[src/rtl/spi_master_if.sv]
`default_nettype none
// ============================================================================
//  Module      : spi_master_if
//  Description : Host handshake and SPI pin bundle for spi_master_fsm.
//                The master modport is the controller's view; the slave
//                modport is the view of whatever drives the host side and
//                the miso pin.
//  Revision    : 1.0 - initial release
// ============================================================================
interface spi_master_if #(
  parameter int DATA_W = 8
);
  logic [1:0]        mode;
  logic              start;
  logic [DATA_W-1:0] tx_data;
  logic              miso;
  logic              cs;
  logic              sclk;
  logic              mosi;
  logic              busy;
  logic              done;
  logic [DATA_W-1:0] rx_data;

  modport master (
    input  mode, start, tx_data, miso,
    output cs, sclk, mosi, busy, done, rx_data
  );

  modport slave (
    output mode, start, tx_data, miso,
    input  cs, sclk, mosi, busy, done, rx_data
  );
endinterface
`default_nettype wire

[src/rtl/spi_master_fsm.sv]
`default_nettype none
// ============================================================================
//  Module      : spi_master_fsm
//  Description : SPI master supporting all four modes. Shifts DATA_W bits
//                MSB first on mosi, captures miso, start/busy/done host
//                handshake. Every output comes straight from a flop.
//  Revision    : 1.0 - initial release
// ============================================================================
module spi_master_fsm #(
  parameter int DATA_W  = 8,
  parameter int CLK_DIV = 2
) (
  input  wire logic   clk,
  input  wire logic   reset,
  spi_master_if.master bus
);

  localparam int EDGES  = 2 * DATA_W;
  localparam int EDGE_W = $clog2(EDGES + 1);
  localparam int DIV_W  = $clog2(CLK_DIV + 1);

  localparam logic [DIV_W-1:0]  DIV_LAST     = DIV_W'(CLK_DIV - 1);
  localparam logic [EDGE_W-1:0] EDGE_LAST    = EDGE_W'(EDGES);
  localparam logic [EDGE_W-1:0] EDGE_ADV_MAX = EDGE_W'(EDGES - 2);
  localparam logic [EDGE_W-1:0] EDGE_ADV_MIN = EDGE_W'(3);

  typedef enum logic [1:0] {
    IDLE  = 2'd0,
    LEAD  = 2'd1,
    XFER  = 2'd2,
    TRAIL = 2'd3
  } state_t;

  state_t              state_q, state_d;
  logic [DIV_W-1:0]    div_cnt_q, div_cnt_d;
  logic [EDGE_W-1:0]   edge_cnt_q, edge_cnt_d;
  logic                cpha_q, cpha_d;
  logic [DATA_W-1:0]   tx_sr_q, tx_sr_d;
  logic [DATA_W-1:0]   rx_sr_q, rx_sr_d;
  logic                cs_q, cs_d;
  logic                sclk_q, sclk_d;
  logic                mosi_q, mosi_d;
  logic                busy_q, busy_d;
  logic                done_q, done_d;
  logic [DATA_W-1:0]   rx_data_q, rx_data_d;

  logic                div_tick;
  logic [EDGE_W-1:0]   edge_k;
  logic                do_sample;
  logic                do_shift;

  // State register; reset drops any transfer in flight without a done pulse.
  always_ff @(posedge clk) begin
    if (reset) begin
      state_q    <= IDLE;
      div_cnt_q  <= '0;
      edge_cnt_q <= '0;
      cpha_q     <= 1'b0;
      tx_sr_q    <= '0;
      rx_sr_q    <= '0;
      cs_q       <= 1'b1;
      sclk_q     <= 1'b0;
      mosi_q     <= 1'b0;
      busy_q     <= 1'b0;
      done_q     <= 1'b0;
      rx_data_q  <= '0;
    end else begin
      state_q    <= state_d;
      div_cnt_q  <= div_cnt_d;
      edge_cnt_q <= edge_cnt_d;
      cpha_q     <= cpha_d;
      tx_sr_q    <= tx_sr_d;
      rx_sr_q    <= rx_sr_d;
      cs_q       <= cs_d;
      sclk_q     <= sclk_d;
      mosi_q     <= mosi_d;
      busy_q     <= busy_d;
      done_q     <= done_d;
      rx_data_q  <= rx_data_d;
    end
  end

  // Next-state and next-output logic; one sclk edge per CLK_DIV-cycle tick.
  always_comb begin
    state_d    = state_q;
    div_cnt_d  = div_cnt_q;
    edge_cnt_d = edge_cnt_q;
    cpha_d     = cpha_q;
    tx_sr_d    = tx_sr_q;
    rx_sr_d    = rx_sr_q;
    cs_d       = cs_q;
    sclk_d     = sclk_q;
    mosi_d     = mosi_q;
    busy_d     = busy_q;
    done_d     = 1'b0;
    rx_data_d  = rx_data_q;
    do_sample  = 1'b0;
    do_shift   = 1'b0;
    div_tick   = (div_cnt_q == DIV_LAST);
    edge_k     = edge_cnt_q + EDGE_W'(1);

    unique case (state_q)
      IDLE: begin
        cs_d       = 1'b1;
        busy_d     = 1'b0;
        mosi_d     = 1'b0;
        sclk_d     = bus.mode[1];
        div_cnt_d  = '0;
        edge_cnt_d = '0;
        if (bus.start) begin
          state_d = LEAD;
          cs_d    = 1'b0;
          busy_d  = 1'b1;
          cpha_d  = bus.mode[0];
          tx_sr_d = bus.tx_data;
          rx_sr_d = '0;
          mosi_d  = bus.tx_data[DATA_W-1];
        end
      end

      LEAD, XFER: begin
        if (div_tick) begin
          div_cnt_d  = '0;
          sclk_d     = ~sclk_q;
          edge_cnt_d = edge_k;
          // Odd edges lead, even edges trail; CPHA picks which one samples.
          if (edge_k[0]) begin
            if (!cpha_q)                    do_sample = 1'b1;
            else if (edge_k >= EDGE_ADV_MIN) do_shift  = 1'b1;
          end else begin
            if (cpha_q)                      do_sample = 1'b1;
            else if (edge_k <= EDGE_ADV_MAX) do_shift  = 1'b1;
          end
          state_d = (edge_k == EDGE_LAST) ? TRAIL : XFER;
        end else begin
          div_cnt_d = div_cnt_q + DIV_W'(1);
        end
      end

      TRAIL: begin
        if (div_tick) begin
          state_d    = IDLE;
          div_cnt_d  = '0;
          edge_cnt_d = '0;
          cs_d       = 1'b1;
          busy_d     = 1'b0;
          done_d     = 1'b1;
          mosi_d     = 1'b0;
          rx_data_d  = rx_sr_q;
        end else begin
          div_cnt_d = div_cnt_q + DIV_W'(1);
        end
      end

      default: state_d = IDLE;
    endcase

    if (do_sample) begin
      rx_sr_d = {rx_sr_q[DATA_W-2:0], bus.miso};
    end
    // mosi always mirrors the top bit of the shift register, so it moves
    // to the bit just below it as the register shifts.
    if (do_shift) begin
      tx_sr_d = tx_sr_q << 1;
      mosi_d  = tx_sr_q[DATA_W-2];
    end
  end

  assign bus.cs      = cs_q;
  assign bus.sclk    = sclk_q;
  assign bus.mosi    = mosi_q;
  assign bus.busy    = busy_q;
  assign bus.done    = done_q;
  assign bus.rx_data = rx_data_q;

endmodule
`default_nettype wire

[src/flat_wrapper.sv]
// flat-port wrapper written by rule: the top's interface ports become plain ports
module spi_master_fsm_flat 
#(
  parameter int DATA_W  = 8,
  parameter int CLK_DIV = 2
)
  (clk, reset, bus_mode, bus_start, bus_tx_data, bus_miso, bus_cs, bus_sclk, bus_mosi, bus_busy, bus_done, bus_rx_data);
  spi_master_if #(.DATA_W(DATA_W)) bus_i ();
  input  wire logic clk;
  input  wire logic reset;
  input wire logic [$bits(bus_i.mode)-1:0] bus_mode;
  input wire logic [$bits(bus_i.start)-1:0] bus_start;
  input wire logic [$bits(bus_i.tx_data)-1:0] bus_tx_data;
  input wire logic [$bits(bus_i.miso)-1:0] bus_miso;
  output wire logic [$bits(bus_i.cs)-1:0] bus_cs;
  output wire logic [$bits(bus_i.sclk)-1:0] bus_sclk;
  output wire logic [$bits(bus_i.mosi)-1:0] bus_mosi;
  output wire logic [$bits(bus_i.busy)-1:0] bus_busy;
  output wire logic [$bits(bus_i.done)-1:0] bus_done;
  output wire logic [$bits(bus_i.rx_data)-1:0] bus_rx_data;
  assign bus_i.mode = bus_mode;
  assign bus_i.start = bus_start;
  assign bus_i.tx_data = bus_tx_data;
  assign bus_i.miso = bus_miso;
  assign bus_cs = bus_i.cs;
  assign bus_sclk = bus_i.sclk;
  assign bus_mosi = bus_i.mosi;
  assign bus_busy = bus_i.busy;
  assign bus_done = bus_i.done;
  assign bus_rx_data = bus_i.rx_data;
  spi_master_fsm #(.DATA_W(DATA_W), .CLK_DIV(CLK_DIV)) u_core (.clk(clk), .reset(reset), .bus(bus_i));
endmodule
[config.mk]
export PLATFORM = sky130hd
export DESIGN_NAME = spi_master_fsm_flat
export DESIGN_NICKNAME = d
export VERILOG_FILES = /design/src/rtl/spi_master_if.sv /design/src/rtl/spi_master_fsm.sv /design/src/flat_wrapper.sv
export SDC_FILE = /design/constraint.sdc
export NUM_CORES = 1
export LEC_CHECK = 0
export ABC_AREA = 1
export BUFFER_PORTS_ARGS = -buffer_cell sky130_fd_sc_hd__buf_2
export CAP_MARGIN = 5
export CORE_UTILIZATION = 55
export DETAILED_ROUTE_END_ITERATION = 10
export MAX_ROUTING_LAYER = met4
export PLACE_DENSITY = 0.77
export SLEW_MARGIN = 20
export SYNTH_ARGS = -nofsm -noshare
export SYNTH_HDL_FRONTEND = slang
export SYNTH_SLANG_ARGS = --single-unit
[constraint.sdc]
create_clock -name clk -period 2.75 [get_ports clk]
set_clock_uncertainty 0.2 [all_clocks]
set_input_delay 0.275 -clock clk [delete_from_list [all_inputs] [get_ports clk]]
set_output_delay 0.275 -clock clk [all_outputs]
set_load 0.005 [all_outputs]
After elaboration in Yosys (flattened, before gate mapping)
Cells that the tools add are included.
Word-level totals
  bits in registers: 38
  bits in latches: 0
  memory bits (writable): 0
  bits in read-only memories: 0
  input bits: 14
  output and inout bits: 13
  logic and storage cells: 89
  memories kept: 0
Cells by class
  add/subtract/negate cells: 2
  multipliers: 0
  div/mod/pow operators: 0
  $lt $le $gt $ge: 2
  equality and inequality tests: 9
  shift-type cells: 0
  mux-type cells: 40
  bitwise logic cells: 2
  reductions and logical operators: 21
Operator list (number)
  8-bit two-way mux: 3
  1-bit two-way mux: 21
  7-bit two-way mux: 3
  2-bit AND reduction: 8
  5-bit case mux with 3 select lines: 1
  2-bit nonzero test: 6
  5-bit two-way mux: 2
  2-bit two-way mux: 4
  1-bit case mux with 2 select lines: 4
  2-bit case mux with 3 select lines: 1
  2-bit OR reduction: 3
  5-bit by 1-bit adder with 5-bit output (second input constant): 1
  5-bit == test (second input constant): 1
  5-bit by 2-bit >= comparator with 1-bit output (second input constant): 1
  5-bit by 4-bit <= comparator with 1-bit output (second input constant): 1
  2-bit by 1-bit == test with 1-bit output (second input constant): 2
  2-bit == test (second input constant): 2
  2-bit by 1-bit != test with 1-bit output (second input constant): 2
  2-bit case mux with 2 select lines: 1
  3-bit by 1-bit != test with 1-bit output (second input constant): 1
  3-bit AND reduction: 1
  3-bit nonzero test: 1
  3-bit OR reduction: 1
  2-bit by 1-bit adder with 2-bit output (second input constant): 1
  3 further kinds: 4

Logic depth before layout (Yosys ltp)
Gate-level depths: netlist of the first run.
  depth in word-level cells: 9
  gate-level depth with buffers: 14
  depth with buffers taken out: 14

Worst setup path before layout of the first run
Ideal clock, no wire load.
  kind: flip-flop to flip-flop
  start point: register u_core.edge_cnt_q[0]
  end point: register u_core.mosi_q (netlist: u_core.bus.mosi)
  setup time: 113 ps
  data arrival time: 1671 ps
  required time: 2437 ps
  slack: 766 ps
  stages on the path, launching flop included: 15
  buffers on the path: 1
  clock period less this slack: 1984 ps
  cells stage by stage: dfxtp_1 buf_2 inv_1 ha_1 or2_1 nor2_1 nand2_1 nand2_1 nand2_2 nand2_4 nand2_2 nand2_2 nand2_1 nand2_1 nor2_1
On the way
  longest elaborated chain between the ends: 9
  elaborated cells on any way between the ends: 14
  those cells by class: add/sub (1); order compare (2); eq/ne (1); mux (8); reduce/logical (2)
Ends and longest elaborated chain
  start: declaration: line spi_master_fsm.sv:36  | logic [EDGE_W-1:0] edge_cnt_q, edge_cnt_d;
  start signal: assignment: line spi_master_fsm.sv:70  | edge_cnt_q <= edge_cnt_d;
  5-bit by 1-bit adder with 5-bit output (*): line spi_master_fsm.sv:100  | edge_k = edge_cnt_q + EDGE_W'(1);
  5-bit by 4-bit <= comparator with 1-bit output / 5-bit by 2-bit >= comparator with 1-bit output (equally long branches): line spi_master_fsm.sv:132, spi_master_fsm.sv:129
  1-bit two-way mux (on tied branches): line spi_master_fsm.sv:132, spi_master_fsm.sv:129
  1-bit two-way mux (on tied branches): line spi_master_fsm.sv:131, spi_master_fsm.sv:128
  1-bit two-way mux (*): line spi_master_fsm.sv:127  | if (edge_k[0]) begin
  1-bit two-way mux (*): line spi_master_fsm.sv:122  | if (div_tick) begin
  1-bit two-way mux (*): line spi_master_fsm.sv:102  | unique case (state_q)
  3-bit by 1-bit != test with 1-bit output (no line) / 3-bit nonzero test (equally long branches)
  2-bit AND reduction (no line)
  end signal: assignment: line spi_master_fsm.sv:76  | mosi_q <= mosi_d;
  end: declaration: line spi_master_fsm.sv:42  | logic mosi_q, mosi_d;
Mark *: on every way between the ends. The rest lies on a longest branch, timed or not.
A chain may end at the register's enable or synchronous reset.

Final worst setup path of the first run
Ends and elaborated chain as after synthesis.

==> results.py, run 1 <==
metrics = {
    "yosys": {
        "edff_count_synth": 0,
        "yosysTopAreaCellShare_pct": 42.3,
        "synthesis.nets": 264,
        "synth.cell_area_um2": 1800,
        "synth_seq_cells": 38,
        "synth.avg_cell_area_um2": 7.43,
        "synthesis.yosys.warnings": 0,
        "synth.mux.area_fraction_pct": 0,
        "netlist_instances": 242,
        "yosysSeqAreaShare_pct": 42.3,
        "synth_simple_gate_area_share_pct": 23.5,
        "largest_family_of_logic_cells_by_synthesized_area": "simple AND/OR/NAND/NOR gates",
        "synth_cell_type_count": 30,
        "async_flop_share_pct": 0,
        "xor_xnor_portion_of_the_synthesized_cell_area_pct": 0.487,
        "dominantRegCellSynth": "dfxtp_1",
        "synthAdderAreaFrac_pct": 5.56,
        "synthTopCellsByArea": "dfxtp_1 42%, nand2_1 7.9%, inv_1 7.7%",
        "fraction_of_the_mapped_netlist_area_in_compound_gates_pct": 17.0,
        "netlist.top_cell.by_area": "dfxtp_1",
    },
    "critical_path": {
        "worstSetupEndpointType": "flop",
        "cells_along_the_critical_path": "inv_1 > ha_1 > or2_1 > nor2_1 > nand2_1 > nand2_1 > nand2_2 > nand2_4 > nand2_2 > nand2_2 > nand2_1 > nand2_1 > nor2_1",
        "startpoint_type": "flop",
        "crit_fanout": 10,
        "slowest_delay_ns": 0.53,
        "timing.critical_path.mode_cell": "nand2_1",
        "timing_worst_setup_path_type": "flop to flop",
        "critical-path-slowest-cell": "dfxtp_1",
        "critPathArrivalTime_ns": 2.21,
        "worst-endpoint-required_ns": 2.81,
        "worstPathBufferInverterCount": 1,
        "cpLargestDelayFamily": "simple AND/OR/NAND/NOR gates",
    },
    "cells_and_area": {
        "most_frequent_cells_in_the_layout": "38 x nand2_1, 38 x dfxtp_1, 37 x inv_1",
        "fillerInstances": 281,
        "multi_input_area_um2": 838,
        "post_layout_nonfiller_instances": 312,
        "antenna_cells_inserted": 0,
        "regArea_um2": 761,
        "layout_cells_sized_above_1_pct": 19.4,
        "final_nets": 289,
        "areaGrowthSynthToFinish_pct": 14.0,
    },
    "global_route": {
        "globalRouteOverflowTotal": 0,
        "first_pass_grt_wire_length_mm": 5.94,
        "grt_max_degree": 22,
        "antenna_violations_before_repair": 0,
        "grtUsageTotal_pct": 23.7,
        "via_count_of_the_first_global_routing_pass": 1346,
    },
    "sta": {
        "max_slew.worst_pin.slew_ns": 0.613,
        "min_period_over_period_pct": 78.1,
        "period_minus_slack_ns": 2.15,
        "finalSetupViolations": 0,
        "final_max_slew_viol_count": 0,
        "whs_ns": 0.0140,
        "totalNegativeSetupSlack_ns": 0,
        "max_slew_margin_vs_limit_pct": 59.1,
        "hold_violations": 0,
        "max_freq_ghz": 0.465,
        "grt_setup_unrepaired": "no",
    },
    "cts": {
        "cts-resized-gates": 0,
        "root_buffer": "clkbuf_4",
        "postCtsHoldBufs": 0,
        "tritoncts.num_buffers": 5,
        "tritoncts": "yes",
        "cts_htree_levels": 2,
        "maximum_buffer_depth_of_the_clock_tree": 2,
        "worst_skew_pair.late_latency_ns": 0.35,
        "clock_sinks": 38,
        "clock_pin_transition_on_the_worst_setup_and_hold_timing_paths_ns": 0.12,
        "cts_setup_buffers": 0,
    },
    "power_and_ir_drop": {
        "design_power_total_mw": 1.73,
        "peakVddDrop_mv": 0.480,
        "p_per_area_nw_per_um2": 845,
        "total_leakage_power_nw": 0.908,
    },
    "floorplanning": {
        "start_util_pct": 58.5,
        "floorplan.die.width_um": 59.2,
        "core_region_area_um2": 3080,
        "io_pins": 27,
        "die_area_um2": 3500,
        "rows": 20,
        "chipHeight_um": 59.2,
    },
    "route": {
        "ant_nets": 0,
        "route.detailed.drc": 0,
        "detailedRoute.firstPassIterationCount": 4,
        "viasPerCell": 4.97,
        "dr_total_vias": 1550,
        "first_iter_violations": 88,
        "routed_wirelength_mm": 3.44,
        "route.detailed.wl_per_inst_um": 11.0,
    },
    "place": {
        "gpl.final_weighted_congestion": 0.886,
        "dpl.cell_count": 304,
        "io_buffers": 26,
        "dp_hpwl_mm": 2.38,
    },
    "job": {
        "max-cap-violations": 0,
    },
    "worst_hold_path": {
        "timing.hold.worst.class": "primary input to flop",
    },
    "outcome": {
        "run_status": "completed",
    },
}
==> sequential cells by signal, summed over array words and instances (netlist names) <==
register and cells:
u_core.div_cnt_q 2, u_core.bus.sclk 1, u_core.tx_sr_q 7, u_core.bus.rx_data 8, u_core.edge_cnt_q 5, u_core.rx_sr_q 8, u_core.bus.busy 1, u_core.bus.mosi 1
u_core.state_q 2, u_core.bus.cs 1, u_core.bus.done 1, u_core.cpha_q 1
==> per-stage QoR <==
stage                     setup WS [ns]  area, um2  util [%]
after floorplan                   0.766       1800         -
after global placement            0.706       1940      63.2
after detailed placement          0.664       1940      63.2
after CTS                         0.605       2050      66.6
after global routing              0.378       2050      66.6
final                             0.601       2050      66.6
==> Yosys cell counts (all sizes together), types with 2 or more instances <==
cell / instances
a21oi: 20
buf: 3
clkbuf: 5
clkinv: 3
dfxtp: 38
ha: 8
inv: 39
nand2: 44
nand3: 12
nand4: 2
nor2: 28
o21ai: 22
o22ai: 9
or2: 4
==> routing by layer <==
metal | GRT usage (%) | wire, um | vias up
met5 | - | 0 | -
met4 | 10.2 | 60 | 0
met3 | 7.64 | 180 | 6
met2 | 35.2 | 1520 | 26
met1 | 29.4 | 1680 | 694
li1 | - | - | 824
==> layout make-up <==
cell class                      instances  area share (%)
Inverter                               42            7.81
Sequential cell                        38            37.1
Clock buffer                            5            1.83
Clock inverter                          3            3.36
Timing Repair Buffer                   26            6.35
Tap cell                               44            2.68
Multi-Input combinational cell        154            40.9
==> power breakdown <==
group / total (mW) / internal [mW] / leakage, nW / switching, mW
clock: 0.479 / 0.284 / 0.0554 / 0.194
combinational: 0.572 / 0.206 / 0.543 / 0.365
sequential: 0.683 / 0.632 / 0.309 / 0.0510
total: 1.73 / 1.12 / 0.908 / 0.611
==> cell families after synthesis <==
logic type | after synthesis
DFF | 38
xor gates and xnor gates | 1
and+or+nand+nor | 92
adders and majority gates | 8
AOI/OAI and AO/OA | 53
buffers and inverters | 50
==> worst reg2reg max path, stage by stage (launching register included) <==
cell     delay [ns]
dfxtp_1        0.53
inv_1          0.08
ha_1           0.32
or2_1          0.24
nor2_1         0.10
nand2_1        0.06
nand2_1        0.06
nand2_2        0.07
nand2_4        0.11
nand2_2        0.06
nand2_2        0.07
nand2_1        0.05
nand2_1        0.05
nor2_1         0.05
==> final timing paths <==
path / startpoint / end / slack [ns] / cells after the start
setup / recovery: u_core.edge_cnt_q[0]$_SDFFE_PP0P_ / u_core.bus.mosi$_SDFFE_PP0P_ / 0.60 / 13
hold / removal: bus_mode[1] / u_core.bus.sclk$_SDFFE_PP0P_ / 0.01 / 3
setup reg to reg: u_core.edge_cnt_q[0]$_SDFFE_PP0P_ / u_core.bus.mosi$_SDFFE_PP0P_ / 0.60 / 13
hold reg to reg: u_core.div_cnt_q[0]$_SDFF_PP0_ / u_core.div_cnt_q[0]$_SDFF_PP0_ / 0.23 / 1
(Power assumes the default switching activity.)
==> run 2: changes to the inputs <==
clock period = 2.2 ns   (was 2.75 ns; I/O delays follow)
==> results.py, run 2 (synthesis results as in run 1) <==
metrics = {
    "outcome": {
        "run_status": "completed",
    },
    "cts": {
        "cts_htree_levels": 2,
        "maximum_buffer_depth_of_the_clock_tree": 2,
        "root_buffer": "clkbuf_4",
        "tritoncts": "yes",
        "clock_sinks": 38,
        "worst_skew_pair.late_latency_ns": 0.35,
        "cts_setup_buffers": 0,
        "clock_pin_transition_on_the_worst_setup_and_hold_timing_paths_ns": 0.12,
        "tritoncts.num_buffers": 5,
    },
    "critical_path": {
        "cpLargestDelayFamily": "simple AND/OR/NAND/NOR gates",
        "slowest_delay_ns": 0.41,
        "crit_fanout": 10,
        "critPathArrivalTime_ns": 2.07,
        "cells_along_the_critical_path": "inv_1 > ha_2 > nand2_2 > or2_1 > nand2_2 > o22ai_1 > inv_1 > nor2_1",
        "worstSetupEndpointType": "flop",
        "timing_worst_setup_path_type": "flop to flop",
        "critical-path-slowest-cell": "ha_2",
        "worstPathBufferInverterCount": 2,
        "startpoint_type": "flop",
        "worst-endpoint-required_ns": 2.24,
    },
    "floorplanning": {
        "start_util_pct": 58.5,
        "die_area_um2": 3500,
        "rows": 20,
        "core_region_area_um2": 3080,
        "floorplan.die.width_um": 59.2,
        "io_pins": 27,
        "chipHeight_um": 59.2,
    },
    "sta": {
        "max_slew_margin_vs_limit_pct": 60.8,
        "grt_setup_unrepaired": "no",
        "totalNegativeSetupSlack_ns": 0,
        "period_minus_slack_ns": 2.03,
        "hold_violations": 0,
        "min_period_over_period_pct": 92.4,
        "max_slew.worst_pin.slew_ns": 0.587,
        "final_max_slew_viol_count": 0,
        "finalSetupViolations": 0,
        "max_freq_ghz": 0.492,
    },
    "cells_and_area": {
        "post_layout_nonfiller_instances": 319,
        "layout_cells_sized_above_1_pct": 20.7,
        "final_common_cell": "nand2_1",
        "fillerInstances": 282,
        "most_frequent_cells_in_the_layout": "38 x nand2_1, 37 x inv_1, 37 x dfxtp_1",
        "final_nets": 296,
        "antenna_cells_inserted": 0,
        "areaGrowthSynthToFinish_pct": 15.3,
    },
    "power_and_ir_drop": {
        "power.clock.fraction_pct": 19.5,
        "total_leakage_power_nw": 0.918,
        "power.net_switching_mw": 0.766,
        "p_int_mw": 1.23,
        "p_per_area_nw_per_um2": 963,
        "seq_power_share_pct": 42.7,
        "p_comb_share_pct": 37.8,
        "p_sw_share_pct": 38.4,
        "peakVddDrop_mv": 0.529,
    },
    "global_route": {
        "grtUsageTotal_pct": 23.6,
        "antenna_violations_before_repair": 0,
        "first_pass_grt_wire_length_mm": 5.98,
        "via_count_of_the_first_global_routing_pass": 1393,
        "grt_max_degree": 22,
        "globalRouteOverflowTotal": 0,
    },
    "route": {
        "dr_total_vias": 1602,
        "detailedRoute.firstPassIterationCount": 4,
        "routed_wirelength_mm": 3.51,
        "route.detailed.drc": 0,
        "viasPerCell": 5.02,
        "route.detailed.wl_per_inst_um": 11.0,
        "ant_nets": 0,
        "first_iter_violations": 98,
    },
    "place": {
        "dp_hpwl_mm": 2.51,
        "io_buffers": 26,
        "dpl.cell_count": 307,
        "gpl.final_weighted_congestion": 0.902,
    },
    "worst_hold_path": {
        "timing.hold.worst.class": "primary input to flop",
    },
    "job": {
        "max-cap-violations": 0,
    },
}
run 2: cell types whose count changed in the layout (fill, tap and decap cells not counted), sizes merged:
| cell | previous run | this run |
|---|---|---|
| buf | 26 | 29 |
| clkbuf | 5 | 6 |
| dlygate4sd3 | 0 | 4 |
| clkinvlp | 0 | 1 |
| bufinv | 2 | 0 |
run 2: area by class of cell:
class | count | area (um2) | area share, %
well taps | 44 | 55.1 | 2.65
clock buffers | 6 | 51.3 | 2.47
multi-input cells | 154 | 841 | 40.5
flip-flops and latches | 38 | 762 | 36.7
inverters | 42 | 160 | 7.72
repair buffers | 33 | 193 | 9.29
clock inverters | 2 | 12.5 | 0.603
run 2: worst min-delay path: stages:
cell	delay, ns
buf_2	0.10
nand2_1	0.05
nand3_1	0.07
nand2_1	0.06
a21oi_1	0.03
run 2: metal layers:
| metal | GRT usage, % | vias to the layer above | wire [um] |
|---|---|---|---|
| met1 | 28.7 | 742 | 1700 |
| met2 | 36.3 | 29 | 1640 |
| met4 | 11.6 | 0 | 33 |
| met5 | - | - | 0 |
| li1 | - | 829 | - |
| met3 | 5.90 | 2 | 132 |
run 2: final timing paths:
kind | from | to | slack (ns) | cells past startpoint
min | bus_tx_data[6] | u_core.tx_sr_q[6]$_SDFFE_PP0P_ | 0.02 | 5
max reg2reg | u_core.state_q[1]$_SDFFE_PP0P_ | u_core.rx_sr_q[4]$_SDFFE_PP0P_ | 0.17 | 8
min reg2reg | u_core.div_cnt_q[0]$_SDFF_PP0_ | u_core.div_cnt_q[0]$_SDFF_PP0_ | 0.24 | 1
max | u_core.state_q[1]$_SDFFE_PP0P_ | u_core.rx_sr_q[4]$_SDFFE_PP0P_ | 0.17 | 8
run 2: timing repair:
item	4_1_cts	5_1_grt
gates resized for setup	0	2
setup endpoints to repair	0	3
hold endpoints to repair	4	0
hold buffers	4	0
run 2: power by group through the flow:
stage,logic [mW],registers (mW),clock network (mW)
floorplan,0.564,0.856,0
global placement,0.719,0.863,0
detailed placement,0.733,0.866,0
CTS,0.745,0.850,0.402
global route,0.861,0.869,0.438
finish,0.755,0.852,0.390
run 2: metrics by stage:
stage	area, um2	hold slack [ns]	setup WS, ns	power, mW	utilization (%)
after floorplan	1800	0.198	0.216	1.42	-
after global placement	1970	0.213	0.176	1.58	63.9
after detailed placement	1970	0.222	0.150	1.60	63.9
after CTS	2070	0.00662	0.131	2.00	67.3
after global routing	2070	0.0240	0.0617	2.17	67.4
final	2070	0.0205	0.168	2.00	67.4
==> run 3: changes to the inputs <==
MAX_ROUTING_LAYER = default   (was met4)
==> results.py, run 3 (synthesis results as in run 1) <==
metrics = {
    "power_and_ir_drop": {
        "design_power_total_mw": 2.00,
        "total_leakage_power_nw": 0.918,
        "seq_power_share_pct": 42.5,
        "p_comb_share_pct": 37.8,
        "p_int_mw": 1.23,
        "peakVddDrop_mv": 0.533,
        "p_sw_share_pct": 38.5,
        "p_per_area_nw_per_um2": 965,
        "power.net_switching_mw": 0.771,
        "power.clock.fraction_pct": 19.7,
    },
    "route": {
        "routed_wirelength_mm": 3.51,
        "route.detailed.wl_per_inst_um": 11.0,
        "viasPerCell": 5.02,
        "detailedRoute.firstPassIterationCount": 4,
        "ant_nets": 0,
        "route.detailed.drc": 0,
        "first_iter_violations": 82,
        "dr_total_vias": 1600,
    },
    "place": {
        "gpl.final_weighted_congestion": 0.887,
        "io_buffers": 26,
        "dpl.cell_count": 307,
        "dp_hpwl_mm": 2.51,
    },
    "floorplanning": {
        "io_pins": 27,
        "floorplan.die.width_um": 59.2,
        "chipHeight_um": 59.2,
        "core_region_area_um2": 3080,
        "die_area_um2": 3500,
        "rows": 20,
        "start_util_pct": 58.5,
    },
    "cts": {
        "root_buffer": "clkbuf_4",
        "maximum_buffer_depth_of_the_clock_tree": 2,
        "clock_sinks": 38,
        "clock_pin_transition_on_the_worst_setup_and_hold_timing_paths_ns": 0.12,
        "cts_htree_levels": 2,
        "worst_skew_pair.late_latency_ns": 0.36,
        "tritoncts": "yes",
        "tritoncts.num_buffers": 5,
        "cts_setup_buffers": 0,
    },
    "critical_path": {
        "critical-path-slowest-cell": "ha_2",
        "worstPathBufferInverterCount": 2,
        "cells_along_the_critical_path": "inv_1 > ha_2 > nand2_2 > or2_1 > nand2_2 > o22ai_1 > inv_1 > nor2_1",
        "crit_path_start": "u_core.state_q[1]$_SDFFE_PP0P_",
        "cpLargestDelayFamily": "simple AND/OR/NAND/NOR gates",
        "critPathArrivalTime_ns": 2.08,
        "reg2reg_from": "u_core.state_q[1]$_SDFFE_PP0P_",
        "rr_worst_depth": 8,
        "worstSetupEndpointType": "flop",
        "startpoint_type": "flop",
        "slowest_delay_ns": 0.41,
        "worst_r2r_endpoint": "u_core.rx_sr_q[4]$_SDFFE_PP0P_",
        "setup.reg_to_reg.worst_slack_ns": 0.16,
        "crit_fanout": 10,
        "timing_worst_setup_path_type": "flop to flop",
        "cp_num_cells": 8,
        "worst-endpoint-required_ns": 2.24,
        "timing.critical_path.to": "u_core.rx_sr_q[4]$_SDFFE_PP0P_",
    },
    "cells_and_area": {
        "post_layout_nonfiller_instances": 319,
        "antenna_cells_inserted": 0,
        "layout_cells_sized_above_1_pct": 20.7,
        "areaGrowthSynthToFinish_pct": 15.3,
        "final_common_cell": "nand2_1",
        "final_nets": 296,
        "most_frequent_cells_in_the_layout": "38 x nand2_1, 37 x inv_1, 37 x dfxtp_1",
    },
    "sta": {
        "max_slew.worst_pin.slew_ns": 0.587,
        "min_period_over_period_pct": 92.8,
        "totalNegativeSetupSlack_ns": 0,
        "max_slew_margin_vs_limit_pct": 60.8,
        "final_max_slew_viol_count": 0,
        "finalSetupViolations": 0,
        "period_minus_slack_ns": 2.04,
        "max_freq_ghz": 0.490,
        "grt_setup_unrepaired": "no",
        "hold_violations": 0,
    },
    "worst_hold_path": {
        "min_from": "bus_tx_data[6]",
        "timing.hold.worst_path_depth": 5,
        "timing.hold.worst.class": "primary input to flop",
    },
    "outcome": {
        "run_status": "completed",
    },
    "global_route": {
        "grtUsageTotal_pct": 22.9,
        "globalRouteOverflowTotal": 0,
        "grt_max_degree": 22,
        "antenna_violations_before_repair": 0,
        "via_count_of_the_first_global_routing_pass": 1394,
        "first_pass_grt_wire_length_mm": 5.98,
    },
    "job": {
        "max-cap-violations": 0,
    },
}
==> run 3: worst min path at each step <==
stage	slack [ns]	endpoint
6_report	0.01	u_core.tx_sr_q[6]$_SDFFE_PP0P_
5_1_grt	0.03	u_core.rx_sr_q[2]$_SDFFE_PP0P_
4_1_cts	0.007	u_core.tx_sr_q[6]$_SDFFE_PP0P_
3_5_place_dp	0.22	u_core.div_cnt_q[0]$_SDFF_PP0_
3_3_place_gp	0.21	u_core.div_cnt_q[0]$_SDFF_PP0_
2_1_floorplan	0.20	u_core.div_cnt_q[0]$_SDFF_PP0_
==> run 3: layout make-up <==
class / instances / area (um2)
fillers: 282 / 1000
well taps: 44 / 55.1
multi-input cells: 154 / 841
clock buffers: 6 / 51.3
repair buffers: 33 / 193
clock inverters: 2 / 12.5
flip-flops and latches: 38 / 762
inverters: 42 / 160
==> run 3: worst reg2reg max path: stages, from the launching register on <==
cell and delay (ns):
dfxtp_1 0.40, inv_1 0.06, ha_2 0.41, nand2_2 0.10
or2_1 0.37, nand2_2 0.19, o22ai_1 0.09, inv_1 0.07
nor2_1 0.03
==> run 3: power by group through the flow <==
stage / Clock (mW) / Combinational, mW / Sequential (mW)
floorplan: 0 / 0.564 / 0.856
finish: 0.394 / 0.756 / 0.852
global placement: 0 / 0.719 / 0.863
global route: 0.437 / 0.861 / 0.869
detailed placement: 0 / 0.733 / 0.866
CTS: 0.402 / 0.745 / 0.850
==> run 3: routing by layer <==
layer  GRT usage [%]  part of all wire, %
met5               0                    0
met4            13.6                  2.5
met3            4.59                  3.4
met2            36.3                   46
met1            28.7                   48
==> run 3: repair_timing <==
item	4_1_cts	5_1_grt
setup endpoints to repair	0	3
gates resized for setup	0	2
endpoints found under the hold margin	4	0
hold buffers	4	0
==> run 3: per-stage QoR <==
step           hold WS [ns]  utilization [%]  worst slack (ns)  instance area [um2]
2_1_floorplan         0.198                -             0.216                 1800
3_3_place_gp          0.213             63.9             0.176                 1970
3_5_place_dp          0.222             63.9             0.150                 1970
4_1_cts             0.00662             67.3             0.131                 2070
5_1_grt              0.0270             67.4            0.0617                 2070
6_report             0.0130             67.4             0.159                 2070
